$ cat config.mk
export PLATFORM = sky130hd
export DESIGN_NAME = counter_uart_reporter
export DESIGN_NICKNAME = d
export VERILOG_FILES = /design/src/rtl/counter_uart_pkg.sv /design/src/rtl/bin2bcd_serial.sv /design/src/rtl/counter_uart_reporter.sv
export SDC_FILE = /design/constraint.sdc
export NUM_CORES = 1
export LEC_CHECK = 0
export ABC_AREA = 1
export CAP_MARGIN = 20
export CELL_PAD_IN_SITES_DETAIL_PLACEMENT = 1
export CELL_PAD_IN_SITES_GLOBAL_PLACEMENT = 1
export CORE_ASPECT_RATIO = 1.4
export CORE_MARGIN = 5
export CORE_UTILIZATION = 34
export CTS_BUF_LIST = sky130_fd_sc_hd__clkbuf_4 sky130_fd_sc_hd__clkbuf_8 sky130_fd_sc_hd__clkbuf_16
export DETAILED_ROUTE_END_ITERATION = 8
export GPL_TIMING_DRIVEN = 0
export PLACE_DENSITY_LB_ADDON = 0.15
export SYNTH_ARGS = -nofsm -noshare
export SYNTH_HDL_FRONTEND = slang
export SYNTH_HIERARCHICAL = 1
export SYNTH_SLANG_ARGS = --single-unit
$ cat constraint.sdc
create_clock -name clk -period 1.59 [get_ports clk]
set_input_delay 0.318 -clock clk [delete_from_list [all_inputs] [get_ports clk]]
set_output_delay 0.318 -clock clk [all_outputs]
set_load 0.005 [all_outputs]
$ cat src/rtl/counter_uart_pkg.sv
// Shared definitions for the counter UART reporter: FSM states, ASCII bytes
// and the largest value that fits in the reported digit count.
package counter_uart_pkg;

  typedef enum logic [2:0] {IDLE, CONV, LOAD, START, WAIT_HI, WAIT_LO} state_t;

  localparam logic [7:0] ASCII_0  = 8'h30;
  localparam logic [7:0] ASCII_CR = 8'h0D;
  localparam logic [7:0] ASCII_LF = 8'h0A;

  function automatic int unsigned MAX_VAL(input int unsigned digits);
    int unsigned v;
    v = 1;
    for (int unsigned i = 0; i < digits; i++) v = v * 10;
    return v - 1;
  endfunction

endpackage

$ cat src/rtl/bin2bcd_serial.sv
// Iterative double-dabble: one add-3/shift step per clock, WIDTH steps per start.
module bin2bcd_serial #(
  parameter int WIDTH  = 14,
  parameter int DIGITS = 4
) (
  input  logic                  clk,
  input  logic                  rst,
  input  logic                  start,
  input  logic [WIDTH-1:0]      bin,
  output logic [4*DIGITS-1:0]   bcd,
  output logic                  valid
);

  localparam int CW = $clog2(WIDTH + 1);

  logic [WIDTH-1:0]    sh;
  logic [CW-1:0]       cnt;
  logic [4*DIGITS-1:0] adj;

  always_comb begin
    adj = bcd;
    for (int i = 0; i < DIGITS; i++)
      if (bcd[4*i +: 4] >= 4'd5) adj[4*i +: 4] = bcd[4*i +: 4] + 4'd3;
  end

  always_ff @(posedge clk or negedge rst) begin
    if (!rst) begin
      sh  <= '0;
      bcd <= '0;
      cnt <= '0;
    end else if (start) begin
      sh  <= bin;
      bcd <= '0;
      cnt <= CW'(WIDTH);
    end else if (cnt != '0) begin
      {bcd, sh} <= {adj, sh} << 1;
      cnt       <= cnt - 1'b1;
    end
  end

  // High during the final shift so the parent enters LOAD as the result lands.
  assign valid = (cnt == CW'(1));

endmodule

$ cat src/rtl/counter_uart_reporter.sv
// Snapshots the counter on req, converts it to decimal and streams the digits
// plus CR LF to the UART TX through a start/busy handshake.
module counter_uart_reporter
  import counter_uart_pkg::*;
#(
  parameter int WIDTH  = 14,
  parameter int DIGITS = 4
) (
  input  logic             clk,
  input  logic             rst,
  input  logic [WIDTH-1:0] counter,
  input  logic             req,
  input  logic             tx_busy,
  output logic             tx_start,
  output logic [7:0]       tx_data,
  output logic             busy,
  output logic             done,
  output logic             drop
);

  localparam int          IW  = $clog2(DIGITS + 2);
  localparam int unsigned SAT = MAX_VAL(DIGITS);

  state_t              state, state_d;
  logic [IW-1:0]       idx, idx_d;
  logic [7:0]          tx_data_d, cur_byte;
  logic                tx_start_d, busy_d, done_d, drop_d;
  logic                conv_start, conv_valid, last_byte;
  logic [WIDTH-1:0]    conv_bin;
  logic [4*DIGITS-1:0] bcd;

  assign conv_start = (state == IDLE) && req;
  assign conv_bin   = (32'(counter) > SAT) ? WIDTH'(SAT) : counter;
  assign last_byte  = (idx == IW'(DIGITS + 1));

  bin2bcd_serial #(.WIDTH(WIDTH), .DIGITS(DIGITS)) u_bcd (
    .clk   (clk),
    .rst   (rst),
    .start (conv_start),
    .bin   (conv_bin),
    .bcd   (bcd),
    .valid (conv_valid)
  );

  // Most significant digit goes out first.
  always_comb begin
    cur_byte = ASCII_LF;
    if (idx == IW'(DIGITS)) cur_byte = ASCII_CR;
    for (int i = 0; i < DIGITS; i++)
      if (idx == IW'(i)) cur_byte = ASCII_0 + {4'd0, bcd[4*(DIGITS-1-i) +: 4]};
  end

  always_comb begin
    state_d    = state;
    idx_d      = idx;
    tx_data_d  = tx_data;
    tx_start_d = 1'b0;
    done_d     = 1'b0;
    drop_d     = req && (state != IDLE);
    case (state)
      IDLE: if (req) begin
        state_d = CONV;
        idx_d   = '0;
      end
      CONV:    if (conv_valid) state_d = LOAD;
      LOAD: begin
        tx_data_d = cur_byte;
        state_d   = START;
      end
      START: if (!tx_busy) begin
        tx_start_d = 1'b1;
        state_d    = WAIT_HI;
      end
      WAIT_HI: if (tx_busy) state_d = WAIT_LO;
      WAIT_LO: if (!tx_busy) begin
        if (last_byte) begin
          done_d  = 1'b1;
          state_d = IDLE;
        end else begin
          idx_d   = idx + 1'b1;
          state_d = LOAD;
        end
      end
      default: state_d = IDLE;
    endcase
    busy_d = (state_d != IDLE);
  end

  always_ff @(posedge clk or negedge rst) begin
    if (!rst) begin
      state    <= IDLE;
      idx      <= '0;
      tx_data  <= 8'h00;
      tx_start <= 1'b0;
      busy     <= 1'b0;
      done     <= 1'b0;
      drop     <= 1'b0;
    end else begin
      state    <= state_d;
      idx      <= idx_d;
      tx_data  <= tx_data_d;
      tx_start <= tx_start_d;
      busy     <= busy_d;
      done     <= done_d;
      drop     <= drop_d;
    end
  end

endmodule
==> metrics, run 1 <==
Post-Syn Instances=441; clock-pin slew on the worst setup and hold paths=0.06 ns; Vias=between 2,000 and 3,000; GRT overflow=0; Setup WS pre-CTS=-0.3701 ns; register area share after synthesis=about two fifths; root buffer cell=clkbuf_16; Setup CP Type=reg -> out; row count=41; number of H-tree levels=2; FF/Latch Area=1230 um2; core box area=8977 um2; synthesized area per cell=7.028 um2; most common cell after layout, fill and taps aside=nand2_1; Syn Std Cell Area=3099 um2; die width=90.69 um; Total GRT Usage=14.69%; Worst path depth=1; Worst R2R Path Depth=10; most frequent cells in the layout=168 x nand2_1, 60 x inv_1, 46 x dfrtp_1; Worst Path Max Fanout=3; class of the worst hold path=in -> async; failing checks=negative hold slack; Cell Chain, Critical Path=clkdlybuf4s50_1; P&R area growth vs syn=22.77%; dpl cells=slightly below 600; setup ws final=0.1038 ns; Vias/cell=~4.8; max_cap viols=0; gpl congestion=0.7838; final wirelength=7.722 mm; slowest stage cell, crit path=clkdlybuf4s50_1; asr flop ratio synth=100.0%; post-layout minimum cycle time=1.486 ns; clk buf depth=2; Boundary Pins=30; fin crit share=93.47%; router iterations before antenna repair=4; fillers=1,151; later-pin clock latency in the skew report=about 0.29 ns; maximum clock rate=0.6728 GHz; vias in the first global route=2,980; flip-flop and latch count after synthesis=49; proportion of layout cells with a drive suffix above 1=12.24%; total power=6.952 mW; Initial DRC Count=88; Final nets=approximately 520; Post-CTS Hold Buffers=0; setup_tns=0 ns; Synth area leaders=dfrtp_1 40%, nand2_1 20%, inv_1 7.3%, nand3_1 7.1%, ha_1 6.5%; CTS tree=done; Netlist cell types=28; DIE AREA=between 10,000 and 15,000 um2; cell family with most CP delay=buffers and inverters; first-pass GRT wire length=13.37 mm; RSZ-0062 raised after global routing=no; PwrDens=1827 nW/um2; post-DR wirelength/cell=~13 um; antenna violations before repair=0; Arr. time, crit path=about 1.2 ns; DRT antenna net count=0; die height=123.0 um; clk_skew=0.005428 ns; DR DRC count=0; peak per-stage delay on the critical path=0.51 ns; CTS buffer count=5; Hold WS=-0.01636 ns; Pleak=2.026 nW; # setup viols final=0; post-synth top area cell=dfrtp_1; Hold Vio Cnt, Final=19; Critical Path Start Type=register; VDD IR max=587.7 uV; top_reg_cell synth=dfrtp_1; status=finished, violations left; Multi-input gate area=1565 um2; post-synth top area share=39.56%; largest net degree at the start of global routing=31; Initial Util=34.52%; ant diodes=0; Req. time, crit path=1.27 ns; number of synthesized flops with an enable pin=0; clk sinks=about 50; number of port buffers=27; Buf/Inv on CP=1; Cell Count, Final, Fillers Out=approximately 600; Yosys warnings=6; HPWL after DPL=about 5.9 mm; fin. max-slew vios=0; CP endpoint kind=output pin
-- routing by layer --
layer | routed length [um] | GRT usage [%] | up-vias
met2 | 4132 | 28.27 | 33
met4 | 209 | 6.797 | 0
met5 | 0 | 0 | -
li1 | - | - | 1451
met3 | 211 | 1.887 | 12
met1 | 3169 | 15.77 | 1376
-- stage by stage --
stage	utilization [%]	cell area, um2	hold slack [ns]
final	42.38	3805	-0.01636
after global routing	42.38	3805	0.02460
after floorplan	-	3103	0.02241
after detailed placement	39.23	3522	0.3188
after CTS	41.44	3720	0.001447
after global placement	39.07	3507	0.4649
-- what timing repair did --
item	4_1_cts	5_1_grt
resized for setup	7	7
pin swaps	0	1
buffers inserted	5	8
setup endpoints to repair	28	33
-- cell families after synthesis --
family                   share of synthesized area [%]
AO/OA/AOI/OAI                                    5.975
adder cells (fa/ha/maj)                          6.459
buffers and inverters                            10.86
flip-flops                                       39.56
other                                           0.1210
AND/OR/NAND/NOR                                  37.02
-- synth_stat cells, types with 2 or more instances --
library cell and n:
nand4_1 5, a31oi_1 2, nor2_2 2, nand3_1 44, nand2_4 2, ha_1 16, nand3_2 3, nand2_1 169
nor2_4 3, inv_2 7, dfrtp_1 49, a21oi_1 5, clkbuf_1 2, inv_1 60, nand2_2 2, nor2_1 32
o21ai_0 19, a21boi_0 4, buf_4 6
-- registers in the layout (all words and copies together) (netlist names) --
register   flops
drop           1
idx            3
done           1
u_bcd/cnt      4
tx_data        5
busy           1
u_bcd/sh      14
u_bcd/bcd     16
state          3
tx_start       1
-- layout make-up --
class / instances / area share, %
buffer: 10 / 2.302
clock buffer: 7 / 3.847
inverter: 68 / 6.840
multi-input combinational: 315 / 41.14
sequential: 49 / 32.32
tap: 107 / 3.519
timing repair buffer: 41 / 10.03
-- path summary, 6_finish.rpt --
check,endpoint,startpoint,slack [ns]
min in group clk,u_bcd/sh[13],u_bcd/sh[12],0.49
min,tx_data[3],rst,-0.02
max,tx_data[4],tx_data[4],0.10
max reg2reg,u_bcd/bcd[12],state[2],0.12
max in group asynchronous,u_bcd/sh[0],rst,1.07
min reg2reg,u_bcd/sh[13],u_bcd/sh[12],0.49
-- where the power goes --
part / internal, mW / switching (mW)
logic: 1.48 / 2.05
clock network: 0.636 / 0.466
registers: 1.81 / 0.509
Power figures use the tool's default switching activity.
==> run 2, diff against run 1 <==
--- a/config.mk
+++ b/config.mk
@@ -10,7 +10,7 @@
 export CELL_PAD_IN_SITES_DETAIL_PLACEMENT = 1
 export CELL_PAD_IN_SITES_GLOBAL_PLACEMENT = 1
 export CORE_ASPECT_RATIO = 1.4
-export CORE_MARGIN = 5
+export CORE_MARGIN = 1.5
 export CORE_UTILIZATION = 34
 export CTS_BUF_LIST = sky130_fd_sc_hd__clkbuf_4 sky130_fd_sc_hd__clkbuf_8 sky130_fd_sc_hd__clkbuf_16
 export DETAILED_ROUTE_END_ITERATION = 8
==> metrics, run 2 (synthesis gave the netlist of run 1 again) <==
status=complete, no violations; Initial Util=34.72% (+0.20 points); root buffer cell=clkbuf_16; Cell Chain, Critical Path=clkdlybuf4s50_1, nand4_1, inv_1, buf_6, inv_2, nand3_4, inv_4, buf_8, nand2_1, nand3_1; max_cap viols=0 (unchanged); dpl cells=577 (unchanged); number of H-tree levels=2 (unchanged); most frequent cells in the layout=168 x nand2_1, 59 x inv_1, 46 x dfrtp_1; DIE AREA=9705 um2 (-13%); post-DR wirelength/cell=13.17 um (+1.8%); antenna violations before repair=0 (unchanged); max reg flops=16 (unchanged); RSZ-0062 raised after global routing=yes; R2R Setup Slk=0.11 ns (about the same); die height=116.0 um (-5.7%); Critical Path Start Type=primary input; DRT antenna net count=0 (unchanged); clk sinks=49 (unchanged); die width=83.69 um (-7.7%); CTS buffer count=5 (unchanged); top flop regs=u_bcd/bcd (16), u_bcd/sh (14), tx_data (5); Final nets=523 (-0.19%); Buf/Inv on CP=6 (+5); fin crit share=93.79% (+0.32 points); largest register by flop count=u_bcd/bcd; clk buf depth=2 (unchanged); most common cell after layout, fill and taps aside=nand2_1; Post-DP Area=3522 um2 (unchanged); router iterations before antenna repair=4 (unchanged); HPWL after DPL=5.974 mm (+1.9%); gpl congestion=0.7721 (-1.5%); Vias=2,853 (-0.66%); Final Instance Area=3812 um2 (+0.20%); class of the worst hold path=reg -> reg; largest net degree at the start of global routing=31 (unchanged); vias in the first global route=2,962 (-0.60%); Setup CP Type=in -> reg; Initial DRC Count=154 (+75%); maximum clock rate=0.6706 GHz (-0.34%); proportion of layout cells with a drive suffix above 1=12.45% (+0.20 points); cell family with most CP delay=buffers and inverters; CTS tree=done; Req. time, crit path=1.76 ns (+0.49 ns); Worst Path Max Fanout=10 (+7); slowest stage cell, crit path=clkdlybuf4s50_1; Vias/cell=4.779 (-0.66%); post-layout minimum cycle time=1.491 ns (+0.005025 ns); final wirelength=7.864 mm (+1.8%); Hold Vio Cnt, Final=0 (-19); # setup viols final=0 (unchanged); Total GRT Usage=17.38% (+2.7 points); peak per-stage delay on the critical path=0.49 ns (-0.02 ns); P&R area growth vs syn=23.01%; GRT overflow=0 (unchanged); core box area=8926 um2 (-0.57%); clk_skew=0.006112 ns (+0.0006837 ns); DR DRC count=0 (unchanged); Pleak=2.029 nW (+0.15%); CP endpoint kind=register; VDD IR max=651.9 uV (+11%); ant diodes=0 (unchanged); Arr. time, crit path=1.66 ns (+0.49 ns); row count=41 (unchanged); PwrDens=1832 nW/um2 (+0.30%); number of port buffers=27 (unchanged); first-pass GRT wire length=13.60 mm (+1.7%); later-pin clock latency in the skew report=0.29 ns (about the same); Cell Count, Final, Fillers Out=597 (unchanged); fin. max-slew vios=0 (unchanged); Boundary Pins=30 (unchanged); clock-pin slew on the worst setup and hold paths=0.06 ns (about the same)
run 2: per-layer routing:
layer	GRT usage (%)	up-vias	part of all wire [%]
met5	0	-	0
met4	4.918	0	1.3
met3	2.778	5	1.7
met2	35.05	31	56
met1	18.47	1362	41
li1	-	1455	-
run 2: worst register-to-register path, stage by stage (launching register included):
cell	delay, ns
dfrtp_2	0.45
inv_2	0.08
nand4_1	0.11
inv_1	0.09
buf_6	0.13
inv_2	0.06
nand3_4	0.09
inv_4	0.07
buf_8	0.14
nand2_1	0.07
nand3_1	0.08
run 2: through the flow:
stage	setup TNS, ns	utilization (%)	power, mW	setup WS (ns)	hold WS (ns)
floorplan	0	-	4.637	0.1174	0.02241
global placement	-78.90	39.29	5.552	-1.424	0.4655
global route	-0.04116	42.71	7.728	-0.03355	0.5195
finish	0	42.71	6.986	0.09873	0.4836
CTS	0	41.81	6.980	0.001376	0.4953
detailed placement	-9.436	39.46	5.719	-0.3842	0.3170
run 2: path summary, 6_finish.rpt:
kind / from / endpoint / depth (start not counted)
worst min register to register: u_bcd/sh[1] / u_bcd/sh[1] / 2
min in group asynchronous: rst / tx_data[3] / 2
worst max register to register: state[1] / u_bcd/sh[7] / 10
max in group asynchronous: rst / u_bcd/bcd[12] / 3
worst max-delay path: req / u_bcd/sh[7] / 10
worst min-delay path: u_bcd/sh[1] / u_bcd/sh[1] / 2
run 2: report_power, final:
part	internal [mW]	total, mW	switching [mW]
combinational	1.47	3.56	2.08
clock	0.638	1.10	0.463
sequential	1.81	2.33	0.517
total	3.92	6.99	3.06
run 2: what timing repair did:
action,in CTS,in global routing
hold buffers,1,0
endpoints found under the hold margin,2,0
gates resized for setup,3,12
setup endpoints to repair,27,34
pin swaps,0,2
buffers inserted,6,5
run 2: cell type report:
| type | count | area [um2] |
|---|---|---|
| fill | 1129 | 5114 |
| clock buffer | 8 | 147.6 |
| inverter | 68 | 257.7 |
| sequential | 49 | 1230 |
| buffer | 10 | 87.58 |
| multi-input combinational | 315 | 1563 |
| timing repair buffer | 40 | 392.9 |
| tap | 107 | 133.9 |
==> run 3, diff against run 2 <==
--- a/config.mk
+++ b/config.mk
@@ -5,7 +5,6 @@
 export SDC_FILE = /design/constraint.sdc
 export NUM_CORES = 1
 export LEC_CHECK = 0
-export ABC_AREA = 1
 export CAP_MARGIN = 20
 export CELL_PAD_IN_SITES_DETAIL_PLACEMENT = 1
 export CELL_PAD_IN_SITES_GLOBAL_PLACEMENT = 1
@@ -13,6 +12,7 @@
 export CORE_MARGIN = 1.5
 export CORE_UTILIZATION = 34
 export CTS_BUF_LIST = sky130_fd_sc_hd__clkbuf_4 sky130_fd_sc_hd__clkbuf_8 sky130_fd_sc_hd__clkbuf_16
+export CTS_CLUSTER_SIZE = 8
 export DETAILED_ROUTE_END_ITERATION = 8
 export GPL_TIMING_DRIVEN = 0
 export PLACE_DENSITY_LB_ADDON = 0.15
==> metrics, run 3 <==
DR DRC count=0 (unchanged); Worst Path Max Fanout=10 (unchanged); Netlist cell types=57 (+100%); DRT antenna net count=0 (unchanged); final wirelength=8.554 mm (+8.8%); Hold Vio Cnt, Final=0 (unchanged); RR Endpoint=u_bcd/bcd[14]; top_reg_cell synth=dfrtp_1; later-pin clock latency in the skew report=0.29 ns (about the same); Final nets=415 (-21%); number of port buffers=27 (unchanged); max_cap viols=0 (unchanged); busiest layer in global routing=met2; Final Instance Area=4120 um2 (+8.1%); # setup viols final=18 (+18); post-synth top area share=40.08% (+0.52 points); antenna violations before repair=0 (unchanged); maximum clock rate=0.6069 GHz (-9.5%); vias in the first global route=2,668 (-9.9%); Req. time, crit path=1.75 ns (about the same); proportion of layout cells with a drive suffix above 1=28.08% (+16 points); Vias/cell=5.372 (+12%); Syn Std Cell Area=3059 um2 (-1.3%); Hold WS=0.04255 ns (-0.4410 ns); Arr. time, crit path=1.80 ns (+0.14 ns); largest register by flop count=u_bcd/bcd; clk_skew=0.004575 ns (-0.001537 ns); asr flop ratio synth=100.0% (unchanged); HPWL after DPL=5.679 mm (-4.9%); DIE AREA=9584 um2 (-1.3%); top flop regs=u_bcd/bcd (16), u_bcd/sh (14), tx_data (5); largest net degree at the start of global routing=26 (-16%); Slew headroom=between 50% and 60%; setup_tns=-0.6181 ns (-0.6181 ns); post-DR wirelength/cell=17.60 um (+34%); P&R area growth vs syn=34.68%; Pleak=1.829 nW (-9.8%); gpl congestion=0.7928 (+2.7%); Buf/Inv on CP=3 (-3); Post-Syn Instances=323 (-27%); flip-flop and latch count after synthesis=49 (unchanged); class of the worst hold path=in -> async; post-synth top area cell=dfrtp_1; most common cell after layout, fill and taps aside=dfrtp_1; die width=83.17 um (-0.63%); grt met2 use=33.28% (-1.8 points); root buffer cell=clkbuf_16; met3 usage=2.369% (-0.41 points); Yosys warnings=6 (unchanged); first-pass GRT wire length=13.26 mm (-2.5%); VDD IR max=636.3 uV (-2.4%); Worst R2R Path Depth=7 (-3); CP endpoint kind=register; Total GRT Usage=17.14% (-0.24 points); clk sinks=49 (unchanged); number of H-tree levels=2 (unchanged); Least-Margin Pin Slew=0.6284 ns; row count=40 (-2.4%); Post-CTS Hold Buffers=0 (-1); cell family with most CP delay=flip-flops; Initial DRC Count=93 (-40%); CTS tree=done; clock-pin slew on the worst setup and hold paths=0.06 ns (about the same); dpl cells=457 (-21%); core box area=8658 um2 (-3.0%); RSZ-0062 raised after global routing=yes; setup ws final=-0.05765 ns (-0.1564 ns); Synth area leaders=dfrtp_1 40%, ha_1 6.5%, mux2i_1 4.6%, nand2_1 3.8%, nand2b_1 3.5%; Setup CP Type=reg -> reg; Post-DP Area=3482 um2 (-1.1%); max reg flops=16 (unchanged); synthesized area per cell=9.471 um2 (+35%); Boundary Pins=30 (unchanged); number of synthesized flops with an enable pin=0 (unchanged); PwrDens=1829 nW/um2 (-0.21%); Setup WS pre-CTS=-0.6844 ns (-0.3002 ns); post-route core utilization=47.59% (+4.9 points); status=finished, violations left; reg2reg start=u_bcd/cnt[0]; R2R Setup Slk=-0.06 ns (-0.17 ns); ant diodes=0 (unchanged); peak per-stage delay on the critical path=0.39 ns (-0.10 ns); die height=115.2 um (-0.63%); Post-synth top cells=49 x dfrtp_1, 31 x nand2_1, 22 x nor2_1; Initial Util=35.33% (+0.61 points); GRT overflow=0 (unchanged); failing checks=negative setup slack; clk buf depth=2 (unchanged); most common cell in the synthesized netlist=dfrtp_1; most frequent cells in the layout=42 x dfrtp_1, 31 x nand2_1, 25 x clkdlybuf4s50_1; Critical Path Source=u_bcd/cnt[0]; post-layout minimum cycle time=1.648 ns (+0.1564 ns); Vias=2,611 (-8.5%); total power=7.534 mW (+7.8%); Cell Chain, Critical Path=inv_2, ha_4, or3b_4, buf_8, buf_6, o21bai_1, a311oi_2; CTS buffer count=5 (unchanged); fin crit share=103.6% (+9.8 points); slowest stage cell, crit path=dfrtp_1; fin. max-slew vios=0 (unchanged); Cell Count, Final, Fillers Out=486 (-19%); router iterations before antenna repair=4 (unchanged); M1 GR Usage=18.95% (+0.48 points); register area share after synthesis=40.08% (+0.52 points); Critical Path Start Type=register
==> run 3: changes by cell type after synthesis, sizes merged, moves of 14 or more <==
cell	delta
mux2i	+14
nand3	-42
nand2	-142
inv	-47
nor2	-14
nand2b	+17
==> run 3: area by class of cell <==
| type | instances | area (um2) |
|---|---|---|
| tap | 105 | 131.4 |
| timing repair buffer | 52 | 504.2 |
| multi-input combinational | 235 | 1800 |
| clock buffer | 7 | 146.4 |
| sequential | 49 | 1235 |
| fill | 993 | 4538 |
| buffer | 17 | 224.0 |
| inverter | 21 | 78.83 |
==> run 3: worst max-delay path by stage <==
stage | end | cells after the start | slack (ns)
after floorplan | u_bcd/bcd[14] | 6 | -0.003
after global routing | u_bcd/sh[4] | 7 | -0.14
after global placement | u_bcd/bcd[15] | 1 | -1.37
after CTS | u_bcd/sh[10] | 7 | -0.04
after detailed placement | u_bcd/sh[11] | 6 | -0.68
final | u_bcd/bcd[14] | 7 | -0.06
==> run 3: report_power, final <==
part | switching [mW] | leakage (nW) | internal, mW
Sequential | 0.578 | 0.607 | 1.79
Clock | 0.462 | 0.0734 | 0.636
Combinational | 1.91 | 1.15 | 2.17
==> run 3: metal layers <==
layer,share of wire (%),wire (um)
met1,39,3372
met2,55,4746
met3,2.3,197
met4,2.8,238
met5,0,0
==> run 3: repair_timing <==
action	4_1_cts	5_1_grt
buffers inserted	10	10
cloned	0	4
resized for setup	43	32
pin swaps	7	8
endpoints found under the setup margin	38	35
==> run 3: cell families (layout without fill, tap and decap cells) <==
group / Yosys count / in the layout / synth area share, %
simple gates: 116 / 116 / 20.00
compound gates: 84 / 84 / 20.53
flops: 49 / 49 / 40.08
buf+inv: 40 / 97 / 7.075
fa+ha+maj: 16 / 16 / 6.544
mux: 15 / 15 / 5.071
xor+xnor: 2 / 2 / 0.5727
other cells: 1 / 2 / 0.1226
